--- config.mk ---
export PLATFORM = sky130hd
export DESIGN_NAME = i2c_target_pcf8574
export DESIGN_NICKNAME = d
export VERILOG_FILES = /design/src/rtl/i2c_pkg.sv /design/src/rtl/i2c_bus_sync.sv /design/src/rtl/i2c_target_pcf8574.sv
export SDC_FILE = /design/constraint.sdc
export NUM_CORES = 1
export LEC_CHECK = 0
export ABC_AREA = 1
export ABC_CLOCK_PERIOD_IN_PS = 2900
export BUFFER_PORTS_ARGS = -buffer_cell sky130_fd_sc_hd__buf_4
export CAP_MARGIN = 5
export CORE_ASPECT_RATIO = 0.7
export CORE_UTILIZATION = 50
export CTS_BUF_LIST = sky130_fd_sc_hd__clkbuf_4 sky130_fd_sc_hd__clkbuf_8
export CTS_CLUSTER_SIZE = 25
export DETAILED_ROUTE_END_ITERATION = 7
export PLACE_DENSITY = 0.7
export SETUP_SLACK_MARGIN = 0.3
export SLEW_MARGIN = 30
export SYNTH_ARGS = -nofsm -noshare
export SYNTH_HDL_FRONTEND = slang
export SYNTH_SLANG_ARGS = --single-unit
--- constraint.sdc ---
create_clock -name clk -period 2.9 [get_ports clk]
set_input_delay 0.58 -clock clk [delete_from_list [all_inputs] [get_ports clk]]
set_output_delay 0.58 -clock clk [all_outputs]
set_load 0.005 [all_outputs]
--- src/rtl/i2c_pkg.sv ---
// Shared I2C definitions: FSM state encoding, R/W bit values, default
// PCF8574 address and datapath widths used by the I2C responder models.
package i2c_pkg;

    typedef enum logic [2:0] {
        ST_IDLE     = 3'd0,
        ST_ADDR     = 3'd1,
        ST_ADDR_ACK = 3'd2,
        ST_WR_DATA  = 3'd3,
        ST_WR_ACK   = 3'd4,
        ST_RD_DATA  = 3'd5,
        ST_RD_ACK   = 3'd6,
        ST_IGNORE   = 3'd7
    } i2c_state_e;

    localparam logic I2C_RW_WRITE = 1'b0;
    localparam logic I2C_RW_READ  = 1'b1;

    localparam logic [6:0] PCF8574_DEFAULT_ADDR = 7'h27;

    localparam int unsigned BYTE_W    = 8;
    localparam int unsigned BIT_CNT_W = 4;

endpackage

--- src/rtl/i2c_bus_sync.sv ---
// SCL/SDA synchroniser with edge and START/STOP detection.
// Ports:
//   clk, reset_p          system clock, async active-high reset
//   scl, sda              raw asynchronous bus lines
//   scl_rise, scl_fall    1-clk pulses on synchronised SCL edges
//   start_det, stop_det   1-clk pulses: SDA fall / rise while SCL high
//   sda_s                 synchronised SDA, aligned with the pulses above
module i2c_bus_sync
    import i2c_pkg::*;
#(
    parameter int unsigned SYNC_STAGES = 2
) (
    input  logic clk,
    input  logic reset_p,
    input  logic scl,
    input  logic sda,
    output logic scl_rise,
    output logic scl_fall,
    output logic start_det,
    output logic stop_det,
    output logic sda_s
);

    // [SYNC_STAGES-1] is the synchronised copy, [SYNC_STAGES] is one clk older
    logic [SYNC_STAGES:0] scl_q;
    logic [SYNC_STAGES:0] sda_q;

    logic scl_now, scl_old, sda_now, sda_old;

    assign scl_now = scl_q[SYNC_STAGES-1];
    assign scl_old = scl_q[SYNC_STAGES];
    assign sda_now = sda_q[SYNC_STAGES-1];
    assign sda_old = sda_q[SYNC_STAGES];

    // Idle bus is high, so the chains reset to 1 to avoid phantom edges
    always_ff @(posedge clk or posedge reset_p) begin
        if (reset_p) begin
            scl_q     <= '1;
            sda_q     <= '1;
            scl_rise  <= 1'b0;
            scl_fall  <= 1'b0;
            start_det <= 1'b0;
            stop_det  <= 1'b0;
            sda_s     <= 1'b1;
        end else begin
            scl_q     <= {scl_q[SYNC_STAGES-1:0], scl};
            sda_q     <= {sda_q[SYNC_STAGES-1:0], sda};
            scl_rise  <= scl_now & ~scl_old;
            scl_fall  <= ~scl_now & scl_old;
            start_det <= scl_now & scl_old & sda_old & ~sda_now;
            stop_det  <= scl_now & scl_old & ~sda_old & sda_now;
            sda_s     <= sda_now;
        end
    end

endmodule

--- src/rtl/i2c_target_pcf8574.sv ---
// PCF8574-style I2C target: 7-bit address match, write bytes latched onto
// o_port, reads return i_port. No clock stretching, no general call.
// Ports:
//   clk, reset_p   system clock (>= 20x SCL), async active-high reset
//   i_scl, i_sda   asynchronous bus inputs
//   o_sda_low      1 = pull SDA low (pad open-drain)
//   i_port         parallel input returned on reads
//   o_port         last complete byte written
//   o_wr_valid     1-clk pulse when o_port updates
//   o_rd_strobe    1-clk pulse when i_port is sampled for transmit
//   o_busy         high from an address-matched START until STOP or NACK
module i2c_target_pcf8574
    import i2c_pkg::*;
#(
    parameter logic [6:0]  ADDR        = PCF8574_DEFAULT_ADDR,
    parameter int unsigned SYNC_STAGES = 2
) (
    input  logic              clk,
    input  logic              reset_p,
    input  logic              i_scl,
    input  logic              i_sda,
    output logic              o_sda_low,
    input  logic [BYTE_W-1:0] i_port,
    output logic [BYTE_W-1:0] o_port,
    output logic              o_wr_valid,
    output logic              o_rd_strobe,
    output logic              o_busy
);

    logic scl_rise, scl_fall, start_det, stop_det, sda_s;

    i2c_bus_sync #(
        .SYNC_STAGES (SYNC_STAGES)
    ) u_bus_sync (
        .clk       (clk),
        .reset_p   (reset_p),
        .scl       (i_scl),
        .sda       (i_sda),
        .scl_rise  (scl_rise),
        .scl_fall  (scl_fall),
        .start_det (start_det),
        .stop_det  (stop_det),
        .sda_s     (sda_s)
    );

    i2c_state_e           state_q, state_d;
    logic [BIT_CNT_W-1:0] cnt_q, cnt_d;
    logic [BYTE_W-1:0]    shreg_q, shreg_d;
    logic                 rw_q, rw_d;
    logic                 tx_pend_q, tx_pend_d;
    logic                 sda_low_d, wr_valid_d, rd_strobe_d, busy_d;
    logic [BYTE_W-1:0]    port_d;

    logic [BYTE_W-1:0] shift_in;
    logic              last_bit;
    logic              addr_match;

    assign shift_in   = {shreg_q[BYTE_W-2:0], sda_s};
    assign last_bit   = (cnt_q == BIT_CNT_W'(7));
    assign addr_match = (shift_in[BYTE_W-1:1] == ADDR);

    // State register
    always_ff @(posedge clk or posedge reset_p) begin
        if (reset_p) state_q <= ST_IDLE;
        else         state_q <= state_d;
    end

    // Next state; START/STOP override any bit-level progress
    always_comb begin
        state_d = state_q;
        if (stop_det) begin
            state_d = ST_IDLE;
        end else if (start_det) begin
            state_d = ST_ADDR;
        end else begin
            case (state_q)
                ST_ADDR:     if (scl_rise && last_bit)
                                 state_d = addr_match ? ST_ADDR_ACK : ST_IGNORE;
                ST_ADDR_ACK: if (scl_fall && o_sda_low)
                                 state_d = (rw_q == I2C_RW_READ) ? ST_RD_DATA : ST_WR_DATA;
                ST_WR_DATA:  if (scl_rise && last_bit) state_d = ST_WR_ACK;
                ST_WR_ACK:   if (scl_fall && o_sda_low) state_d = ST_WR_DATA;
                ST_RD_DATA:  if (scl_fall && !tx_pend_q && last_bit) state_d = ST_RD_ACK;
                ST_RD_ACK:   if (scl_rise) state_d = sda_s ? ST_IGNORE : ST_RD_DATA;
                default:     state_d = state_q;
            endcase
        end
    end

    // Next values of datapath and outputs
    always_comb begin
        cnt_d       = cnt_q;
        shreg_d     = shreg_q;
        rw_d        = rw_q;
        tx_pend_d   = tx_pend_q;
        sda_low_d   = o_sda_low;
        port_d      = o_port;
        wr_valid_d  = 1'b0;
        rd_strobe_d = 1'b0;
        busy_d      = o_busy;
        if (stop_det) begin
            cnt_d     = '0;
            tx_pend_d = 1'b0;
            sda_low_d = 1'b0;
            busy_d    = 1'b0;
        end else if (start_det) begin
            cnt_d     = '0;
            tx_pend_d = 1'b0;
            sda_low_d = 1'b0;
        end else begin
            case (state_q)
                ST_ADDR, ST_WR_DATA: if (scl_rise) begin
                    shreg_d = shift_in;
                    cnt_d   = cnt_q + BIT_CNT_W'(1);
                    if (last_bit) begin
                        cnt_d = '0;
                        if (state_q == ST_ADDR) begin
                            busy_d = addr_match;
                            if (addr_match) rw_d = shift_in[0];
                        end else begin
                            port_d     = shift_in;
                            wr_valid_d = 1'b1;
                        end
                    end
                end
                // First fall drives ACK, second fall releases it
                ST_ADDR_ACK, ST_WR_ACK: if (scl_fall) begin
                    if (!o_sda_low) begin
                        sda_low_d = 1'b1;
                    end else if (state_q == ST_ADDR_ACK && rw_q == I2C_RW_READ) begin
                        shreg_d     = i_port;
                        rd_strobe_d = 1'b1;
                        sda_low_d   = ~i_port[BYTE_W-1];
                    end else begin
                        sda_low_d = 1'b0;
                    end
                end
                // shreg[7] is the bit on the wire; tx_pend means bit7 not yet driven
                ST_RD_DATA: if (scl_fall) begin
                    if (tx_pend_q) begin
                        tx_pend_d = 1'b0;
                        sda_low_d = ~shreg_q[BYTE_W-1];
                    end else if (last_bit) begin
                        cnt_d     = '0;
                        sda_low_d = 1'b0;
                    end else begin
                        sda_low_d = ~shreg_q[BYTE_W-2];
                        shreg_d   = {shreg_q[BYTE_W-2:0], 1'b0};
                        cnt_d     = cnt_q + BIT_CNT_W'(1);
                    end
                end
                ST_RD_ACK: if (scl_rise) begin
                    if (sda_s) begin
                        busy_d = 1'b0;
                    end else begin
                        shreg_d     = i_port;
                        rd_strobe_d = 1'b1;
                        tx_pend_d   = 1'b1;
                    end
                end
                default: cnt_d = cnt_q;
            endcase
        end
    end

    // Datapath and output registers
    always_ff @(posedge clk or posedge reset_p) begin
        if (reset_p) begin
            cnt_q       <= '0;
            shreg_q     <= '0;
            rw_q        <= I2C_RW_WRITE;
            tx_pend_q   <= 1'b0;
            o_sda_low   <= 1'b0;
            o_port      <= 8'hFF;
            o_wr_valid  <= 1'b0;
            o_rd_strobe <= 1'b0;
            o_busy      <= 1'b0;
        end else begin
            cnt_q       <= cnt_d;
            shreg_q     <= shreg_d;
            rw_q        <= rw_d;
            tx_pend_q   <= tx_pend_d;
            o_sda_low   <= sda_low_d;
            o_port      <= port_d;
            o_wr_valid  <= wr_valid_d;
            o_rd_strobe <= rd_strobe_d;
            o_busy      <= busy_d;
        end
    end

endmodule

==> metrics.md, run 1 <==
| Metric | Value |
|---|---|
| CTS sink count | 39 |
| Synth top area cells | dfrtp_1 (31%), dfstp_2 (18%), nand2_1 (11%) |
| Largest net degree at the start of global routing | 40 |
| Post-synth top area share | 0.308 |
| Total grt overflow | 0 |
| RePlAce Congestion | between 0.8 and 0.9 |
| Post-Synth Adder-Cell Area | 0.00617 |
| Mean area per synthesized cell | roughly 8.3 um2 |
| Multiplexer share of the synthesized area | 0 |
| Share of cells above drive strength 1 | 0.310 |
| Worst slew pin tran | 530 ps |
| Layout area overhead | 15.4% |
| Register area share after synthesis | 0.490 |
| Leading area contributor after synthesis | dfrtp_1 |
| Die Span X | 78.1 um |
| Clk root buf | clkbuf_8 |
| Fraction of registers with async set or reset after synthesis | 1.00 |
| CP Launch Type | register |
| Slew margin rel. | 0.647 |
| Clk_skew | between 6 and 7 ps |
| Longest Clk Path Bufs | 2 |
| # setup viols final | 0 |
| Vias in the first global route | between 1.5k and 2k |
| Delay-heaviest family, CP | simple AND/OR/NAND/NOR gates |
| Commonest cells post-synth | nand2_1 (59), inv_1 (27), dfrtp_1 (25), nand3_1 (21), dfstp_2 (14) |
| Hold WS | ~360 ps |
| Hold WC Path Type | reg -> reg |
| RSZ-0062 raised after global routing | false |
| Ports | 24 |
| Post-CTS Resized | 0 |
| Top FF cell, synth | dfrtp_1 |
| Simple-gate share of the synthesized area | 0.312 |
| CP Class | reg -> reg |
| CP Capture Type | register |
| Die Y | between 50 and 60 um |
| Clock transition at path regs | approximately 70 ps |
| DR WL/cell | 13.6 um |
| Slew Viols, Final | 0 |
| Place WS | ~1200 ps |
| Synth Area in Compound Gates | 0.110 |
| Setup bufs post-CTS | 0 |
| Worst setup path startpoint | u_bus_sync.stop_det |
| Period utilization | 0.609 |
| Total die area | 0.00432 mm2 |
| Post-route ant nets | 0 |
| First-pass GRT wire length | roughly 7600 um |
| Final wirelength | around 4400 um |
| FMAX | roughly 570 MHz |
| Seq cells post-synth | 39 |
| H-Tree Level Count | 2 |
| CP arrival | 1980 ps |
| Min-delay src | u_bus_sync.scl_q[0] |
| Synth warnings | 0 |
| Most common cell in the synthesized netlist | nand2_1 |
| Post-synth EDFFs | 0 |
| Remaining DRCs | 0 |
| Initial DRC Count | between 150 and 200 |
| Row count | 18 |
| Total power | about 2400 uW |
| Post-Place Cells | 313 |
| Main combinational cell family by area after synthesis | simple AND/OR/NAND/NOR gates |
| Xor and xnor area share after synthesis | 0.00432 |
| Fin cells | 321 |
| Core area | between 0.003 and 0.004 mm2 |
| Critical Path Max Stage Delay | around 450 ps |
| Run status | complete, no violations |
| Synthesized area | 0.00203 mm2 |
| Diodes inserted | 0 |
| PnR worst setup slack | 1130 ps |
| Clock Latency Late Sink | 290 ps |
| GRT Util Overall | 0.230 |
| Buffers plus inverters on the worst setup path | 2 |
| Port bufs | 23 |
| R2R Path Start | u_bus_sync.stop_det |
| Final net count | about 280 |
| Max Cap Viol | 0 |
| Leakage | ~0.0012 uW |
| Detail Placement HPWL | approximately 3300 um |
| Mapped Cells | 243 |
| Cell area power density | a little over 1000 mW/mm2 |
| CTS tree | yes |
| Unique cell type count in the Yosys netlist | 28 |
| DR vias | about 1.7k |
| Min Tclk post-route | 1770 ps |
| First-pass DRT Iterations | 5 |
| Critical-path cell list | nor2_2, inv_1, nor3_2, inv_2, nand2_1, o21ai_1 |
| Req. time, crit path | between 3000 and 4000 ps |
| Total clock buffers created by CTS | 5 |
| Vias per inst | about 5.3 |
| Maximum VDD drop | 0.516 mV |
| Setup TNS | 0 ps |
| CP Max Fanout | 16 |
| R2R Setup Slk | 1130 ps |
| Hold_buf cts | 0 |
| Post-Syn Nets | roughly 260 |
| Initial Utilization | 0.549 |
| Initial antenna violation count | 0 |
| Final hold viol count | 0 |
| CP max stage cell | nor2_2 |
==> stage by stage <==
stage,cell area [um2],utilization
final,2340,0.634
after floorplan,2030,-
after detailed placement,2250,0.608
after global placement,2250,0.608
after CTS,2340,0.634
after global routing,2340,0.634
==> cell usage in the layout, fill, tap and decap left out <==
| master | Yosys | final |
|---|---|---|
| nand2_2 | 7 | 7 |
| nor3_1 | 1 | 1 |
| o21ai_2 | 7 | 7 |
| inv_4 | 1 | 1 |
| nand4_1 | 8 | 8 |
| inv_2 | 7 | 7 |
| o21ai_0 | 13 | 13 |
| nor4_1 | 1 | 1 |
| nand2_1 | 59 | 59 |
| a21oi_1 | 3 | 3 |
| o21ai_1 | 10 | 10 |
| clkinv_2 | 0 | 1 |
| dfstp_2 | 14 | 14 |
| inv_1 | 27 | 27 |
| nand2_4 | 3 | 3 |
| nor2_2 | 4 | 4 |
| nand3_2 | 6 | 6 |
| nand3_1 | 21 | 21 |
| xor2_1 | 1 | 1 |
| clkbuf_8 | 0 | 6 |
| nor2_4 | 2 | 2 |
| dfrtp_1 | 25 | 25 |
| nor2_1 | 13 | 13 |
| ha_1 | 1 | 1 |
| clkbuf_4 | 0 | 1 |
| o31ai_1 | 3 | 3 |
| buf_4 | 0 | 24 |
| o221ai_1 | 1 | 1 |
| nor3_2 | 1 | 1 |
==> layout make-up <==
class                      instances  area [um2]
fill                             336        1350
sequential                        39         993
multi-input combinational        165         876
timing repair buffer              24         180
inverter                          35         134
clock buffer                       7        90.1
tap                               50        62.6
clock inverter                     1        5.00
==> kinds of logic (layout without fill, tap and decap cells) <==
| kind of cell | count (synthesis) | count (layout) |
|---|---|---|
| and+or+nand+nor | 126 | 126 |
| buffers and inverters | 39 | 67 |
| adders and majority gates | 1 | 1 |
| xor gates and xnor gates | 1 | 1 |
| AOI/OAI and AO/OA | 37 | 37 |
| DFF | 39 | 39 |
==> power breakdown <==
group	leakage, uW	internal (uW)	total (uW)	switching, uW
Clock	0.0000517	201	378	177
Combinational	0.000661	412	1220	806
Sequential	0.000465	691	825	134
==> per-layer routing <==
layer  vias to the layer above  GRT usage  wire [um]
li1                        843          -          -
met4                         0     0.0661         33
met3                         4     0.0512        342
met2                        67      0.293       1690
met5                         -          0          0
met1                       776      0.377       2290
==> registers in the layout (all words and copies together) (netlist names), 3 cells and up <==
name / count
u_bus_sync.sda_q: 3
o_port: 8
shreg_q: 8
cnt_q: 4
u_bus_sync.scl_q: 3
state_q: 3
==> final timing paths <==
kind | to | depth (start not counted)
worst max register to register | o_port[0] | 6
worst max-delay path | o_port[0] | 6
max in group asynchronous | o_port[0] | 3
min in group asynchronous | o_sda_low | 3
worst min register to register | u_bus_sync.scl_q[1] | 0
worst min-delay path | u_bus_sync.scl_q[1] | 0
(Power assumes the default switching activity.)
==> run 2: changes to the inputs <==
Settings changed: ABC_CLOCK_PERIOD_IN_PS 2900 to 1500, PLACE_DENSITY 0.7 to 0.73.
Clock period 2.9 ns to 1.5 ns, I/O delays scaled along.
==> run 2 against run 1 <==
Compared with the run above: the run now ends with negative setup slack left; clock-buffer cell count is 1 lower; fmax is 17% higher; sequential cell count stayed put; worst hold slack worse by 290 ps; combinational power grew to 2.8 times the previous value; global-route usage is 2.2 points higher; first-iteration DRC count is 14% higher; cell area is 18% higher; register-to-register slack worse by 1100 ps; core utilization is 11 points higher; worst setup slack worse by 1100 ps.
==> metrics.md, run 2 (synthesis gave the netlist of run 1 again) <==
| Metric | Value |
|---|---|
| Final hold viol count | 0 (unchanged) |
| Longest Clk Path Bufs | 2 (unchanged) |
| CP arrival | 1690 ps (-290 ps) |
| Vias in the first global route | 1737 (+14%) |
| FMAX | 661 MHz (+17%) |
| Total die area | 0.00432 mm2 (unchanged) |
| Clock Latency Late Sink | 290 ps (about the same) |
| Final net count | 306 (+8.1%) |
| Req. time, crit path | 1680 ps (-1430 ps) |
| Total power | 5930 uW (+150%) |
| CP Max Fanout | 8 (-8) |
| GRT Util Overall | 0.251 (+0.0216) |
| Commonest non-fill, non-tap cell in the layout | nand2_1 |
| Worst slew pin tran | 273 ps (-257 ps) |
| Initial Utilization | 0.549 (unchanged) |
| Biggest regs | o_port: 8 flops, shreg_q: 8 flops, cnt_q: 4 flops |
| Met2 WL | 2110 um (+25%) |
| Share of cells above drive strength 1 | 0.463 (+0.153) |
| Total grt overflow | 0 (unchanged) |
| CP Launch Type | register |
| First-pass GRT wire length | 8320 um (+9.6%) |
| First-pass DRT Iterations | 4 (-1) |
| Port bufs | 23 (unchanged) |
| CTS sink count | 39 (unchanged) |
| Core area | 0.00369 mm2 (unchanged) |
| Post-Place Cells | 324 (+3.5%) |
| Largest net degree at the start of global routing | 40 (unchanged) |
| Failing checks | negative setup slack |
| Clk root buf | clkbuf_8 |
| Post-route ant nets | 0 (unchanged) |
| Initial antenna violation count | 0 (unchanged) |
| CP Class | reg -> reg |
| Hold_buf cts | 0 (unchanged) |
| PnR worst setup slack | -12.0 ps (-1150 ps) |
| Cell area power density | 2150 mW/mm2 (+110%) |
| Die Y | 55.3 um (unchanged) |
| Maximum VDD drop | 1.13 mV (+120%) |
| Hold WS | 66.4 ps (-293 ps) |
| RSZ-0062 raised after global routing | true |
| Row count | 18 (unchanged) |
| Reg2reg path depth | 8 (+2) |
| Highest Signal Layer | met4 |
| Leakage | 0.00133 uW (+13%) |
| Run status | finished with violations |
| R2R Setup Slk | -10 ps (-1150 ps) |
| Post-placement cell area | 0.00241 mm2 (+7.4%) |
| Clk_skew | 11.3 ps (+4.37 ps) |
| RePlAce Congestion | 0.933 (+4.8%) |
| Diodes inserted | 0 (unchanged) |
| Slew Viols, Final | 0 (unchanged) |
| Slew margin rel. | 0.818 (+0.171) |
| H-Tree Level Count | 2 (unchanged) |
| CTS tree | yes |
| Fin area | 0.00276 mm2 (+18%) |
| DR vias | 1821 (+7.8%) |
| DR WL/cell | 14.7 um (+8.7%) |
| Final wirelength | 5070 um (+16%) |
| # setup viols final | 7 (+7) |
| Total clock buffers created by CTS | 5 (unchanged) |
| Initial DRC Count | 183 (+14%) |
| Ports | 24 (unchanged) |
| Period utilization | 1.01 (+0.399) |
| CP Capture Type | register |
| Clock transition at path regs | 80 ps (about the same) |
| Remaining DRCs | 0 (unchanged) |
| Routed length on met3 | 337 um (-1.5%) |
| Max Cap Viol | 0 (unchanged) |
| Filler instances | 267 (-21%) |
| Die Span X | 78.1 um (unchanged) |
| Min Tclk post-route | 1510 ps (-254 ps) |
| Vias per inst | 5.29 (+0.55%) |
| Most frequent cells in the layout | nand2_1 (47), buf_4 (35), inv_1 (27) |
| Layout area overhead | 36.0% |
| WL met1 | 2560 um (+12%) |
| Hold WC Path Type | in -> async |
| Fin cells | 344 (+7.2%) |
| Detail Placement HPWL | 3470 um (+4.4%) |
[run 2: cell count changes in the layout (fill, tap and decap cells not counted), sizes merged]
cell,before,now
buf,24,46
bufinv,0,1
clkbuf,7,6
nand2,69,70
[run 2: what timing repair did]
| action | 4_1_cts | 5_1_grt |
|---|---|---|
| setup buffers | 8 | 3 |
| gates cloned | 0 | 1 |
| pin swaps | 7 | 8 |
| resized for setup | 28 | 10 |
| setup endpoints to repair | 36 | 37 |
[run 2: worst paths after layout]
kind	from	endpoint
max	state_q[1]	shreg_q[4]
min	reset_p	o_rd_strobe
max reg2reg	state_q[1]	shreg_q[4]
min reg2reg	u_bus_sync.sda_q[0]	u_bus_sync.sda_q[1]
max in group asynchronous	reset_p	o_port[3]
min in group clk	i_scl	u_bus_sync.scl_q[0]
[run 2: metrics by stage]
stage	TNS [ps]	setup WS, ps	util
floorplan	0	104	-
CTS	0	9.90	0.728
global route	-1320	-94.6	0.747
global placement	-3.56	-2.57	0.653
detailed placement	-33.7	-17.7	0.653
finish	-50.4	-12.0	0.747
[run 2: worst max-delay path, cell delays in order (launching register included)]
cell	delay, ps
dfrtp_2	480
nand3_2	170
inv_4	60
nand2_2	100
nand3_2	100
nor2_4	240
nand2_8	100
nand2_1	90
o21ai_2	50
[run 2: power by group]
part	switching (uW)	internal [uW]	total, uW
Sequential	289	1340	1630
Combinational	2040	1360	3400
Clock	363	538	901
[run 2: cell type report]
class / count / area (um2) / share of cell area
inverter: 35 / 139 / 0.0504
clock buffer: 6 / 82.6 / 0.0299
tap: 50 / 62.6 / 0.0227
timing repair buffer: 46 / 404 / 0.147
sequential: 39 / 998 / 0.362
multi-input combinational: 166 / 1040 / 0.376
clock inverter: 2 / 35.0 / 0.0127
[run 2: per-layer routing]
layer	up-vias	GRT usage
met5	-	0
met4	0	0.0529
met3	10	0.0545
met2	62	0.376
met1	857	0.374
li1	892	-
